## src/rtl/dmem_pkg.sv

```systemverilog
// Shared widths, FSM encoding and port-select codes for the data-memory arbiter.
package dmem_pkg;

    localparam int unsigned AW           = 10;
    localparam int unsigned DW           = 16;
    localparam int unsigned DEPTH        = 623;
    localparam int unsigned HOST_MAXWAIT = 8;
    localparam int unsigned CW           = $clog2(HOST_MAXWAIT + 1);

    typedef enum logic {
        IDLE = 1'b0,
        IND2 = 1'b1
    } state_t;

    typedef enum logic [1:0] {
        SEL_NONE = 2'd0,
        SEL_ST   = 2'd1,
        SEL_OF   = 2'd2,
        SEL_HS   = 2'd3
    } sel_t;

    function automatic logic in_range(input logic [AW-1:0] addr);
        return 32'(addr) < DEPTH;
    endfunction

endpackage

```

## src/rtl/arb_prio_sel.sv

```systemverilog
// Fixed-priority port selector: starved host, then store, fetch, host.
module arb_prio_sel
    import dmem_pkg::*;
(
    input  logic en,
    input  logic host_ovr,
    input  logic st_req,
    input  logic of_req,
    input  logic hs_req,
    output sel_t sel_c
);

    always_comb begin
        sel_c = SEL_NONE;
        if (en) begin
            if (host_ovr && hs_req) sel_c = SEL_HS;
            else if (st_req)        sel_c = SEL_ST;
            else if (of_req)        sel_c = SEL_OF;
            else if (hs_req)        sel_c = SEL_HS;
        end
    end

endmodule

```

## src/rtl/dmem_arb.sv

```systemverilog
// Single-port data-memory arbiter: store / operand fetch (direct or indirect) / host.
// Grants and the memory access are combinational; read data passes straight through.
module dmem_arb
    import dmem_pkg::*;
(
    input  logic          clk1,
    input  logic          rst,
    input  logic          of_req,
    input  logic          of_ind,
    input  logic [AW-1:0] of_addr,
    output logic          of_gnt,
    output logic          of_valid,
    output logic [DW-1:0] of_rdata,
    output logic          of_err,
    input  logic          st_req,
    input  logic [AW-1:0] st_addr,
    input  logic [DW-1:0] st_wdata,
    output logic          st_gnt,
    input  logic          hs_req,
    input  logic          hs_we,
    input  logic [AW-1:0] hs_addr,
    input  logic [DW-1:0] hs_wdata,
    output logic          hs_gnt,
    output logic          hs_valid,
    output logic [DW-1:0] hs_rdata,
    output logic          mem_en,
    output logic          mem_we,
    output logic [AW-1:0] mem_addr,
    output logic [DW-1:0] mem_wdata,
    input  logic [DW-1:0] mem_rdata,
    output logic          stall
);

    state_t        state_q, state_d;
    logic [CW-1:0] cnt_q, cnt_d;
    logic          of_pend_q, of_pend_d;
    logic          hs_pend_q, hs_pend_d;
    logic          err_q, err_d;
    logic          ind_bad_q, ind_bad_d;
    logic          host_ovr;
    logic [AW-1:0] ptr;
    sel_t          sel_c;

    assign host_ovr = (cnt_q == CW'(HOST_MAXWAIT));
    assign ptr      = mem_rdata[AW-1:0];

    arb_prio_sel u_sel (
        .en       (rst && (state_q == IDLE)),
        .host_ovr (host_ovr),
        .st_req   (st_req),
        .of_req   (of_req),
        .hs_req   (hs_req),
        .sel_c    (sel_c)
    );

    always_ff @(posedge clk1 or negedge rst) begin
        if (!rst) begin
            state_q   <= IDLE;
            cnt_q     <= '0;
            of_pend_q <= 1'b0;
            hs_pend_q <= 1'b0;
            err_q     <= 1'b0;
            ind_bad_q <= 1'b0;
        end else begin
            state_q   <= state_d;
            cnt_q     <= cnt_d;
            of_pend_q <= of_pend_d;
            hs_pend_q <= hs_pend_d;
            err_q     <= err_d;
            ind_bad_q <= ind_bad_d;
        end
    end

    // Outputs are forced low while rst is asserted so reset acts on them immediately.
    always_comb begin
        state_d   = state_q;
        cnt_d     = '0;
        of_pend_d = 1'b0;
        hs_pend_d = 1'b0;
        err_d     = 1'b0;
        ind_bad_d = ind_bad_q;
        of_gnt    = 1'b0;
        st_gnt    = 1'b0;
        hs_gnt    = 1'b0;
        of_valid  = 1'b0;
        of_err    = 1'b0;
        of_rdata  = '0;
        hs_valid  = 1'b0;
        hs_rdata  = '0;
        mem_en    = 1'b0;
        mem_we    = 1'b0;
        mem_addr  = '0;
        mem_wdata = '0;
        stall     = 1'b0;

        if (rst) begin
            of_valid = of_pend_q;
            of_err   = of_pend_q & err_q;
            of_rdata = (of_pend_q && !err_q) ? mem_rdata : '0;
            hs_valid = hs_pend_q;
            hs_rdata = (hs_pend_q && !err_q) ? mem_rdata : '0;

            case (state_q)
                IDLE: begin
                    case (sel_c)
                        SEL_ST: begin
                            st_gnt    = 1'b1;
                            mem_en    = in_range(st_addr);
                            mem_we    = mem_en;
                            mem_addr  = st_addr;
                            mem_wdata = st_wdata;
                        end
                        SEL_OF: begin
                            of_gnt   = 1'b1;
                            mem_en   = in_range(of_addr);
                            mem_addr = of_addr;
                            if (of_ind) begin
                                state_d   = IND2;
                                ind_bad_d = !in_range(of_addr);
                            end else begin
                                of_pend_d = 1'b1;
                                err_d     = !in_range(of_addr);
                            end
                        end
                        SEL_HS: begin
                            hs_gnt    = 1'b1;
                            mem_en    = in_range(hs_addr);
                            mem_we    = mem_en & hs_we;
                            mem_addr  = hs_addr;
                            mem_wdata = hs_wdata;
                            hs_pend_d = !hs_we;
                            err_d     = !hs_we && !in_range(hs_addr);
                        end
                        default: ;
                    endcase
                end
                IND2: begin
                    // Pointer arrives on mem_rdata; issue the operand read at it.
                    mem_en    = !ind_bad_q && in_range(ptr);
                    mem_addr  = ptr;
                    of_pend_d = 1'b1;
                    err_d     = ind_bad_q || !in_range(ptr);
                    state_d   = IDLE;
                end
                default: state_d = IDLE;
            endcase

            stall = (of_req & ~of_gnt) | (state_q == IND2) | of_pend_q;

            if (hs_req && !hs_gnt) cnt_d = host_ovr ? cnt_q : cnt_q + CW'(1);
        end
    end

endmodule

```

## config.mk

```make
export PLATFORM = sky130hd
export DESIGN_NAME = dmem_arb
export DESIGN_NICKNAME = d
export VERILOG_FILES = /design/src/rtl/dmem_pkg.sv /design/src/rtl/arb_prio_sel.sv /design/src/rtl/dmem_arb.sv
export SDC_FILE = /design/constraint.sdc
export NUM_CORES = 1
export LEC_CHECK = 0
export BUFFER_PORTS_ARGS = -buffer_cell sky130_fd_sc_hd__buf_2
export CORE_MARGIN = 1
export CORE_UTILIZATION = 37
export CTS_BUF_LIST = sky130_fd_sc_hd__clkbuf_16
export DETAILED_ROUTE_END_ITERATION = 12
export GPL_ROUTABILITY_DRIVEN = 0
export MAX_ROUTING_LAYER = met4
export PLACE_DENSITY = 0.86
export SETUP_SLACK_MARGIN = 0.3
export SKIP_CTS_REPAIR_TIMING = 1
export SLEW_MARGIN = 20
export SYNTH_ARGS = -nofsm -noshare
export SYNTH_HDL_FRONTEND = slang
export SYNTH_SLANG_ARGS = --single-unit
```

## constraint.sdc

```tcl
create_clock -name clk1 -period 3.4 [get_ports clk1]
set_input_delay 0.51 -clock clk1 [delete_from_list [all_inputs] [get_ports clk1]]
set_output_delay 0.51 -clock clk1 [all_outputs]
set_load 0.01 [all_outputs]
```

Yosys cells after proc, flatten, opt, wreduce, memory -nomap -nowiden
Index checks and enable logic that the tools add are counted.
{ "op_classes": {"n_addsub": 1, "n_lt_le_gt_ge": 4, "eq_ne": 5, "muxes": 53, "bitwise_logic": 7, "reduce_logical": 16} }
{ "op_table": {"columns": ["operator", "n"], "rows": [
  ["$mux 16", 6],
  ["$lt 10x10->1 const B", 4],
  ["$pmux 16 s2", 1],
  ["$pmux 10 s3", 1],
  ["$mux 1", 28],
  ["$pmux 10 s2", 1],
  ["$mux 4", 3],
  ["$pmux 1 s2", 6],
  ["$mux 10", 1],
  ["$mux 2", 5],
  ["$logic_and 1x1->1", 7],
  ["$logic_not 1->1", 7],
  ["$add 4x1->4 const B", 1],
  ["$eq 2x2->1 const B", 2],
  ["$eq 4x4->1 const B", 1],
  ["$reduce_and 4->1", 1],
  ["$and 1x1->1", 3],
  ["$ne 3x3->1 const B", 1],
  ["$pmux 1 s3", 1],
  ["$eq 2x1->1 const B", 1],
  ["$not 1->1", 2],
  ["$or 1x1->1", 2],
  ["$logic_or 1x1->1", 1]
]} }
{ "totals": {"reg_bits": 9, "output_inout_bits": 67, "wordCells": 92} }

Depth between registers and ports, before layout
Gate-level depths: netlist of run 1.
{ "depth": {"word_depth": 14, "depth_mapped": 8, "depth_no_buf": 7} }

Hierarchy
Synthesis of run 1 repeated with hierarchy kept, for this count alone.
{ "hier_totals": {"cells_unflattened": 204, "area_unflattened_um2": 1445.1} }
{ "modules_own_cells": {"columns": ["module", "instances", "cells_each", "area_per_inst_um2", "seq_area_each_um2"], "rows": [
  ["dmem_arb", 1, 197, 1408.9, 225.2],
  ["arb_prio_sel", 1, 7, 36.3, 0.0]
]} }

Worst setup path after synthesis of run 1
No wires, ideal clock.
{ "synth_path": {"path_kind": "reg2out", "startpoint": "reg cnt_q[0]", "endpoint": "out mem_we", "arrival_time_ns": 1.607, "slack_ns": 1.283, "stages_incl_launch_ff": 8, "n_path_buf": 1, "cell_sequence": "dfrtp_1 inv_1 ha_1 nand3b_2 a2111oi_4 buf_6 nand3_2 a21oi_2"} }
{ "synth_via": {"elab_chain_cells": 8, "word_cells_on_any_way": 9} }
{ "synth_rtl": {"columns": ["element", "line", "rtl"], "rows": [
  ["start, declared", "dmem_arb.sv:35", "logic [CW-1:0] cnt_q, cnt_d;"],
  ["start signal, assigned", "dmem_arb.sv:66", "cnt_q <= cnt_d;"],
  ["$eq 4x4->1 *", "dmem_arb.sv:44", "assign host_ovr = (cnt_q == CW'(HOST_MAXWAIT));"],
  ["$logic_and 1x1->1 *", "arb_prio_sel.sv:16", "if (host_ovr && hs_req) sel_c = SEL_HS;"],
  ["$mux 2 *", "arb_prio_sel.sv:16", null],
  ["$mux 2 *", "arb_prio_sel.sv:15", "if (en) begin"],
  ["$eq 2x2->1 / $eq 2x1->1 (equally long branches)", "dmem_arb.sv:105", "case (sel_c)"],
  ["$pmux 1 s2 *", "dmem_arb.sv:105", null],
  ["$mux 1 *", "dmem_arb.sv:103", "case (state_q)"],
  ["$mux 1 *", "dmem_arb.sv:96", "if (rst) begin"],
  ["end, declared", "dmem_arb.sv:27", "output logic mem_we,"]
]} }
Every way passes the cells marked *; elsewhere a longest branch is shown, timed or not.

Final worst setup path of run 1
{ "layout_path": {"startpoint": "reg cnt_q[0]", "endpoint": "out mem_addr[7]"} }
{ "layout_via": {"elab_chain_cells": 8, "word_cells_on_any_way": 10} }
{ "layout_rtl": {"columns": ["element", "line", "rtl"], "rows": [
  ["$eq 4x4->1 *", "dmem_arb.sv:44", null],
  ["$logic_and 1x1->1 *", "arb_prio_sel.sv:16", null],
  ["$mux 2 *", "arb_prio_sel.sv:16", null],
  ["$mux 2 *", "arb_prio_sel.sv:15", null],
  ["$eq 2x2->1 / $eq 2x1->1 (equally long branches)", "dmem_arb.sv:105", null],
  ["$pmux 10 s3 *", "dmem_arb.sv:105", null],
  ["$pmux 10 s2 *", "dmem_arb.sv:103", null],
  ["$mux 10 *", "dmem_arb.sv:96", null],
  ["end, declared", "dmem_arb.sv:28", "output logic [AW-1:0] mem_addr,"]
]} }
Marked as above.

==> results of run 1 <==
## final cells by class
cell class              count  area [sq um]  share of cell area (%)
flip-flops and latches      9           225                    10.2
repair buffers            153           771                    34.8
inverters                  10          37.5                    1.69
clock inverters             1          3.75                   0.169
clock buffers               3          75.1                    3.39
multi-input cells         152          1050                    47.2
well taps                  46          57.6                    2.60
## synth_stat cells (all sizes together) (2+ instances only)
cell | number | area, sq um
and2 | 29 | 181
nand2 | 20 | 75.1
a22o | 16 | 140
nor2 | 11 | 41.3
inv | 10 | 37.5
dfrtp | 9 | 225
mux2i | 8 | 80.1
buf | 7 | 43.8
o211ai | 7 | 52.6
a21oi | 6 | 33.8
a22oi | 5 | 37.5
o21ai | 5 | 28.8
clkbuf | 4 | 15.0
nor3 | 4 | 20.0
a211o | 3 | 26.3
a211oi | 3 | 22.5
nor2b | 3 | 18.8
nor3b | 3 | 22.5
and3 | 2 | 12.5
ha | 2 | 25.0
nand3 | 2 | 15.0
nand4 | 2 | 12.5
nand4b | 2 | 17.5
xnor2 | 2 | 17.5
## worst max-delay path by stage
stage	start	endpoint	cells past startpoint
4_1_cts	cnt_q[0]	mem_addr[7]	7
3_5_place_dp	rst	mem_addr[7]	6
6_report	cnt_q[0]	mem_addr[7]	7
5_1_grt	cnt_q[0]	mem_addr[7]	7
2_1_floorplan	cnt_q[0]	mem_we	7
3_3_place_gp	rst	mem_addr[0]	6
## kinds of logic after synthesis
logic type | Yosys count | synth area share, %
compound gates | 56 | 33.2
xor+xnor | 3 | 1.92
fa+ha+maj | 2 | 1.83
buf+inv | 21 | 7.04
flops | 9 | 16.5
mux | 9 | 6.67
simple gates | 82 | 32.9
## through the flow
| stage | total power [W] | util, % |
|---|---|---|
| floorplan | 0.000354 | - |
| global placement | 0.000507 | 62.1 |
| detailed placement | 0.000512 | 62.1 |
| CTS | 0.000718 | 64.4 |
| global route | 0.000765 | 64.4 |
| finish | 0.000716 | 64.4 |
## registers in the layout, summed over array words and instances (netlist names)
register	cells
of_pend_q	1
err_q	1
hs_pend_q	1
state_q	1
cnt_q	4
ind_bad_q	1
## worst register-to-register path, stage by stage (launching register included)
cell and delay, ps:
dfrtp_1 400, inv_1 90, ha_1 190, nand3b_2 200, a2111oi_4 330, buf_4 280
nor3b_1 250, a211o_1 140
## layer usage
metal / vias up / GRT usage, % / wire (um)
li1: 958 / - / -
met1: 857 / 31.4 / 2130
met2: 116 / 49.3 / 2740
met3: 5 / 2.01 / 365
met4: 0 / 6.69 / 45
met5: - / - / 0
## power breakdown
group	internal (W)	switching (W)	total, W
combinational	0.000166	0.000195	0.000360
clock	0.000153	0.0000488	0.000202
sequential	0.000124	0.0000295	0.000154
==> impl_metrics.tcl, run 1 <==
set metrics [dict create \
    status "finished, final reports clean" \
    first_global_vias 1871 \
    synth_cell_types 46 \
    fin_area_sq_um 2220 \
    slowest_stage "and3_1" \
    rrSetupSlack_ps 1460 \
    drv_cap 0 \
    fillerInstances 310 \
    h-tree-depth 1 \
    clk_latency_ps 230 \
    clockBufferDepth 2 \
    reg2reg_depth 7 \
    initial_core_util_pct 39.8 \
    rows 21 \
    yosysWarnings 0 \
    critPathTopFamily "simple AND/OR/NAND/NOR gates" \
    path_cells "inv_1 -> ha_1 -> nand4b_1 -> and3_1 -> a22oi_1 -> o21ai_0 -> buf_2" \
    whs_ps 176 \
    syn-num-nets 269 \
    antenna_found_initial 0 \
    cts_root_buf "clkbuf_16" \
    mostFrequentLayoutCells "buf_2 (151), and2_1 (29), nand2_1 (20)" \
    die_w_um 62.8 \
    timing.critical_path.buf_inv 2 \
    worstMarginPinSlew_ps 739 \
    drive_gt1_share_pct 49.7 \
    final_cells 374 \
    ys_seq_area_share_pct 16.5 \
    finalCritPeriodShare_pct 80.1 \
    place_ws_ps 767 \
    holdCritPathClass "in2async" \
    gr-total-overflow 0 \
    finalSetupViolCount 0 \
    synth_area_sq_um 1370 \
    ios 152 \
    grt_pass1_wl_mm 8.30 \
    setup_ws_ps 676 \
    die_h_um 62.8 \
    drv_slew 0 \
    n_antenna_cell 0 \
    drtAntennaViolNets 0 \
    num_vias 1936 \
    ys_ff_latch 9 \
    dieArea_sq_um 3950 \
    first_pass_iters 4 \
    nets 416 \
    clock.fmax_mhz 367 \
    critPathMaxStageDelay_ps 660 \
    vdd_drop_max_mv 0.202 \
    required_ps 2890 \
    syn2layout_area_growth_pct 62.0 \
    powerDensity_nw_per_um2 323 \
    endpoint_kind "primary output" \
    r2r_end "err_q" \
    r2r-start "cnt_q[1]" \
    port_buffers 151 \
    critPathMaxFanout 19 \
    layout_commonest_cell "buf_2" \
    syn_avg_cell_area_sq_um 7.52 \
    wl_per_cell_um 14.1 \
    synthCells 182 \
    drt_iter0_drc 96 \
    skew_ps 0.290 \
    fin_setup_tns_ps 0 \
    clkTransAtPathRegs_ps 40 \
    cts_sinks 9 \
    synth_edf_count 0 \
    power_leakage_nw 1.30 \
    slew_headroom_pct 50.7 \
    viasPerCell 5.18 \
    cp-start-kind "register" \
    wirelength_mm 5.29 \
    fin_crit_ps 2720 \
    crit_arrival_ps 2210 \
    grt_max_degree 23 \
    grt_setup_unrepaired "false" \
    place_area_sq_um 2140 \
    cts_made_buffers 3 \
    dpl.cell_count 370 \
    synthArstFlopShare_pct 100 \
    ys.flop_type "dfrtp_1" \
    dp_hpwl_mm 4.39 \
    hold_viol_final 0 \
    core-area_sq_um 3440 \
    drc 0 \
    grt_usage_pct 26.9 \
    crit_type "reg2out" \
    cts_tree "yes" \
]
No activity file was read; power rests on OpenSTA's default activity.
==> run 2, diff against run 1 <==
--- a/config.mk
+++ b/config.mk
@@ -5,14 +5,15 @@
 export SDC_FILE = /design/constraint.sdc
 export NUM_CORES = 1
 export LEC_CHECK = 0
+export ABC_AREA = 1
 export BUFFER_PORTS_ARGS = -buffer_cell sky130_fd_sc_hd__buf_2
 export CORE_MARGIN = 1
-export CORE_UTILIZATION = 37
+export CORE_UTILIZATION = 33
 export CTS_BUF_LIST = sky130_fd_sc_hd__clkbuf_16
 export DETAILED_ROUTE_END_ITERATION = 12
 export GPL_ROUTABILITY_DRIVEN = 0
 export MAX_ROUTING_LAYER = met4
-export PLACE_DENSITY = 0.86
+export PLACE_DENSITY = 0.78
 export SETUP_SLACK_MARGIN = 0.3
 export SKIP_CTS_REPAIR_TIMING = 1
 export SLEW_MARGIN = 20
==> constraint.sdc (replaced) <==
create_clock -name clk1 -period 2.5 [get_ports clk1]
set_input_delay 0.375 -clock clk1 [delete_from_list [all_inputs] [get_ports clk1]]
set_output_delay 0.375 -clock clk1 [all_outputs]
set_load 0.01 [all_outputs]
==> run 2 against run 1 <==
  * Non-clock buffer count up 8
  * Critical path depth up 4
  * First-iteration DRC count down 4.2%
  * Wire length up 9.5%
  * Highest routed layer unchanged
==> impl_metrics.tcl, run 2 <==
set metrics [dict create \
    dieArea_sq_um 4930 \
    syn-num-nets 382 \
    synthArstFlopShare_pct 100 \
    synth_edf_count 0 \
    worstMarginPinSlew_ps 529 \
    crit_type "reg2out" \
    drv_slew 0 \
    holdCritPathClass "in2async" \
    grt_setup_unrepaired "true" \
    syn2layout_area_growth_pct 67.4 \
    required_ps 2120 \
    critPathMaxStageDelay_ps 400 \
    power_leakage_nw 1.60 \
    critPathTopFamily "buffers and inverters" \
    dp_hpwl_mm 4.60 \
    n_antenna_cell 0 \
    cts_tree "yes" \
    antenna_found_initial 0 \
    cts_sinks 9 \
    drt_iter0_drc 92 \
    synth_area_sq_um 1540 \
    clk_latency_ps 230 \
    syn_avg_cell_area_sq_um 5.20 \
    status "finished, final reports clean" \
    critPathMaxFanout 10 \
    path_cells "inv_2 -> ha_4 -> nand2_2 -> inv_2 -> nand2_4 -> nand2_4 -> clkinvlp_4 -> buf_12 -> nand3_1 -> nand4_1 -> buf_2" \
    port_buffers 151 \
    drv_cap 0 \
    drtAntennaViolNets 0 \
    fin_crit_ps 2180 \
    finalSetupViolCount 0 \
    cts_made_buffers 3 \
    yosys.area.top_type_share_pct 29.1 \
    slowest_stage "dfrtp_1" \
    rows 24 \
    yosysMostFrequentCell "nand2_1" \
    cts_root_buf "clkbuf_16" \
    netlist_top_cells_area "nand2_1 (29%), dfrtp_1 (15%), nor2_1 (10%)" \
    ys.flop_type "dfrtp_1" \
    place_area_sq_um 2290 \
    viasPerCell 4.78 \
    largest-register "cnt_q" \
    synthCells 295 \
    clkTransAtPathRegs_ps 40 \
    timing.critical_path.buf_inv 5 \
    synth_common_cells "nand2_1 (119), nor2_1 (42), inv_1 (31)" \
    cp-start-kind "register" \
    die_w_um 70.2 \
    slew_headroom_pct 64.7 \
    layout_commonest_cell "buf_2" \
    fin_util_pct 58.2 \
    vdd_drop_max_mv 0.252 \
    drc 0 \
    drive_gt1_share_pct 42.4 \
    clock.fmax_mhz 458 \
    h-tree-depth 1 \
    powerDensity_nw_per_um2 422 \
    initial_core_util_pct 34.8 \
    wirelength_mm 5.79 \
    first_global_vias 2038 \
    ys_seq_area_share_pct 14.7 \
    mostFrequentLayoutCells "buf_2 (150), nand2_1 (115), nor2_1 (41)" \
    hold_viol_final 0 \
    nets 539 \
    skew_ps 3.33 \
    largest_reg_flops 4 \
    yosysWarnings 0 \
    finalCritPeriodShare_pct 87.3 \
    core-area_sq_um 4410 \
    fin_area_sq_um 2570 \
    synth_largest_area_cell "nand2_1" \
    gr-total-overflow 0 \
    first_pass_iters 4 \
    num_vias 2406 \
    grt_usage_pct 21.3 \
    die_h_um 70.2 \
    grt_pass1_wl_mm 8.37 \
    fin_setup_tns_ps 0 \
    ios 152 \
    ys_ff_latch 9 \
    grt_max_degree 28 \
    endpoint_kind "primary output" \
    wl_per_cell_um 11.5 \
    synth_cell_types 32 \
    clockBufferDepth 2 \
    crit_arrival_ps 1810 \
]
==> run 2: logic make-up (layout without fill, tap and decap cells) <==
group / Yosys count / count (layout) / synth area share (%)
fa+ha+maj: 2 / 2 / 1.63
buf+inv: 48 / 204 / 14.6
xor+xnor: 2 / 2 / 1.14
simple gates: 222 / 222 / 63.6
mux: 1 / 1 / 0.652
flops: 9 / 9 / 14.7
compound gates: 11 / 11 / 3.75
==> run 2: layout make-up <==
| class | count | area, sq um |
|---|---|---|
| clock buffers | 3 | 75.1 |
| well taps | 52 | 65.1 |
| inverters | 37 | 173 |
| clock inverters | 1 | 3.75 |
| repair buffers | 161 | 867 |
| repair inverters | 2 | 17.5 |
| flip-flops and latches | 9 | 225 |
| multi-input cells | 238 | 1140 |
| fillers | 434 | 1840 |
==> run 2: layer usage <==
layer / wire length, um / vias to the layer above / GRT usage (%) / share of wire (%)
met4: 74 / 0 / 7.33 / 1.3
met5: 0 / - / - / 0
met3: 455 / 8 / 3.32 / 7.9
li1: - / 1236 / - / -
met2: 3000 / 115 / 40.7 / 52
met1: 2260 / 1047 / 21.9 / 39
==> run 2: path summary, 6_finish.rpt <==
check,startpoint,cells after the start,to,slack (ps)
hold / removal,rst,2,ind_bad_q,120
min in group clk1,hs_we,2,hs_pend_q,380
max in group asynchronous,rst,2,cnt_q[0],2180
setup / recovery,cnt_q[0],11,mem_addr[8],320
hold reg to reg,ind_bad_q,4,err_q,610
setup reg to reg,cnt_q[0],11,cnt_q[1],650
==> run 2: per-stage QoR <==
stage | std cells | setup WS [ps] | hold WS (ps) | total power [W]
floorplan | 295 | 725 | 79.4 | 0.000526
global placement | 488 | 415 | 365 | 0.000739
detailed placement | 488 | 371 | 369 | 0.000748
CTS | 492 | 128 | 127 | 0.00103
global route | 503 | 228 | 146 | 0.00117
finish | 503 | 316 | 124 | 0.00109
==> run 2: power breakdown <==
group          switching (W)  leakage, nW  internal [W]
Clock              0.0000613       0.0423      0.000208
Combinational       0.000369         1.44      0.000253
Sequential         0.0000227        0.121      0.000171
Total               0.000453         1.60      0.000632
==> run 2: worst reg2reg max path, delay by kind of cell, from the launching register on <==
kind / cells / cell delay (ps)
flip-flops: 1 / 400
AO/OA/AOI/OAI: 1 / 100
buffers and inverters: 4 / 560
adder cells (fa/ha/maj): 1 / 130
AND/OR/NAND/NOR: 5 / 540
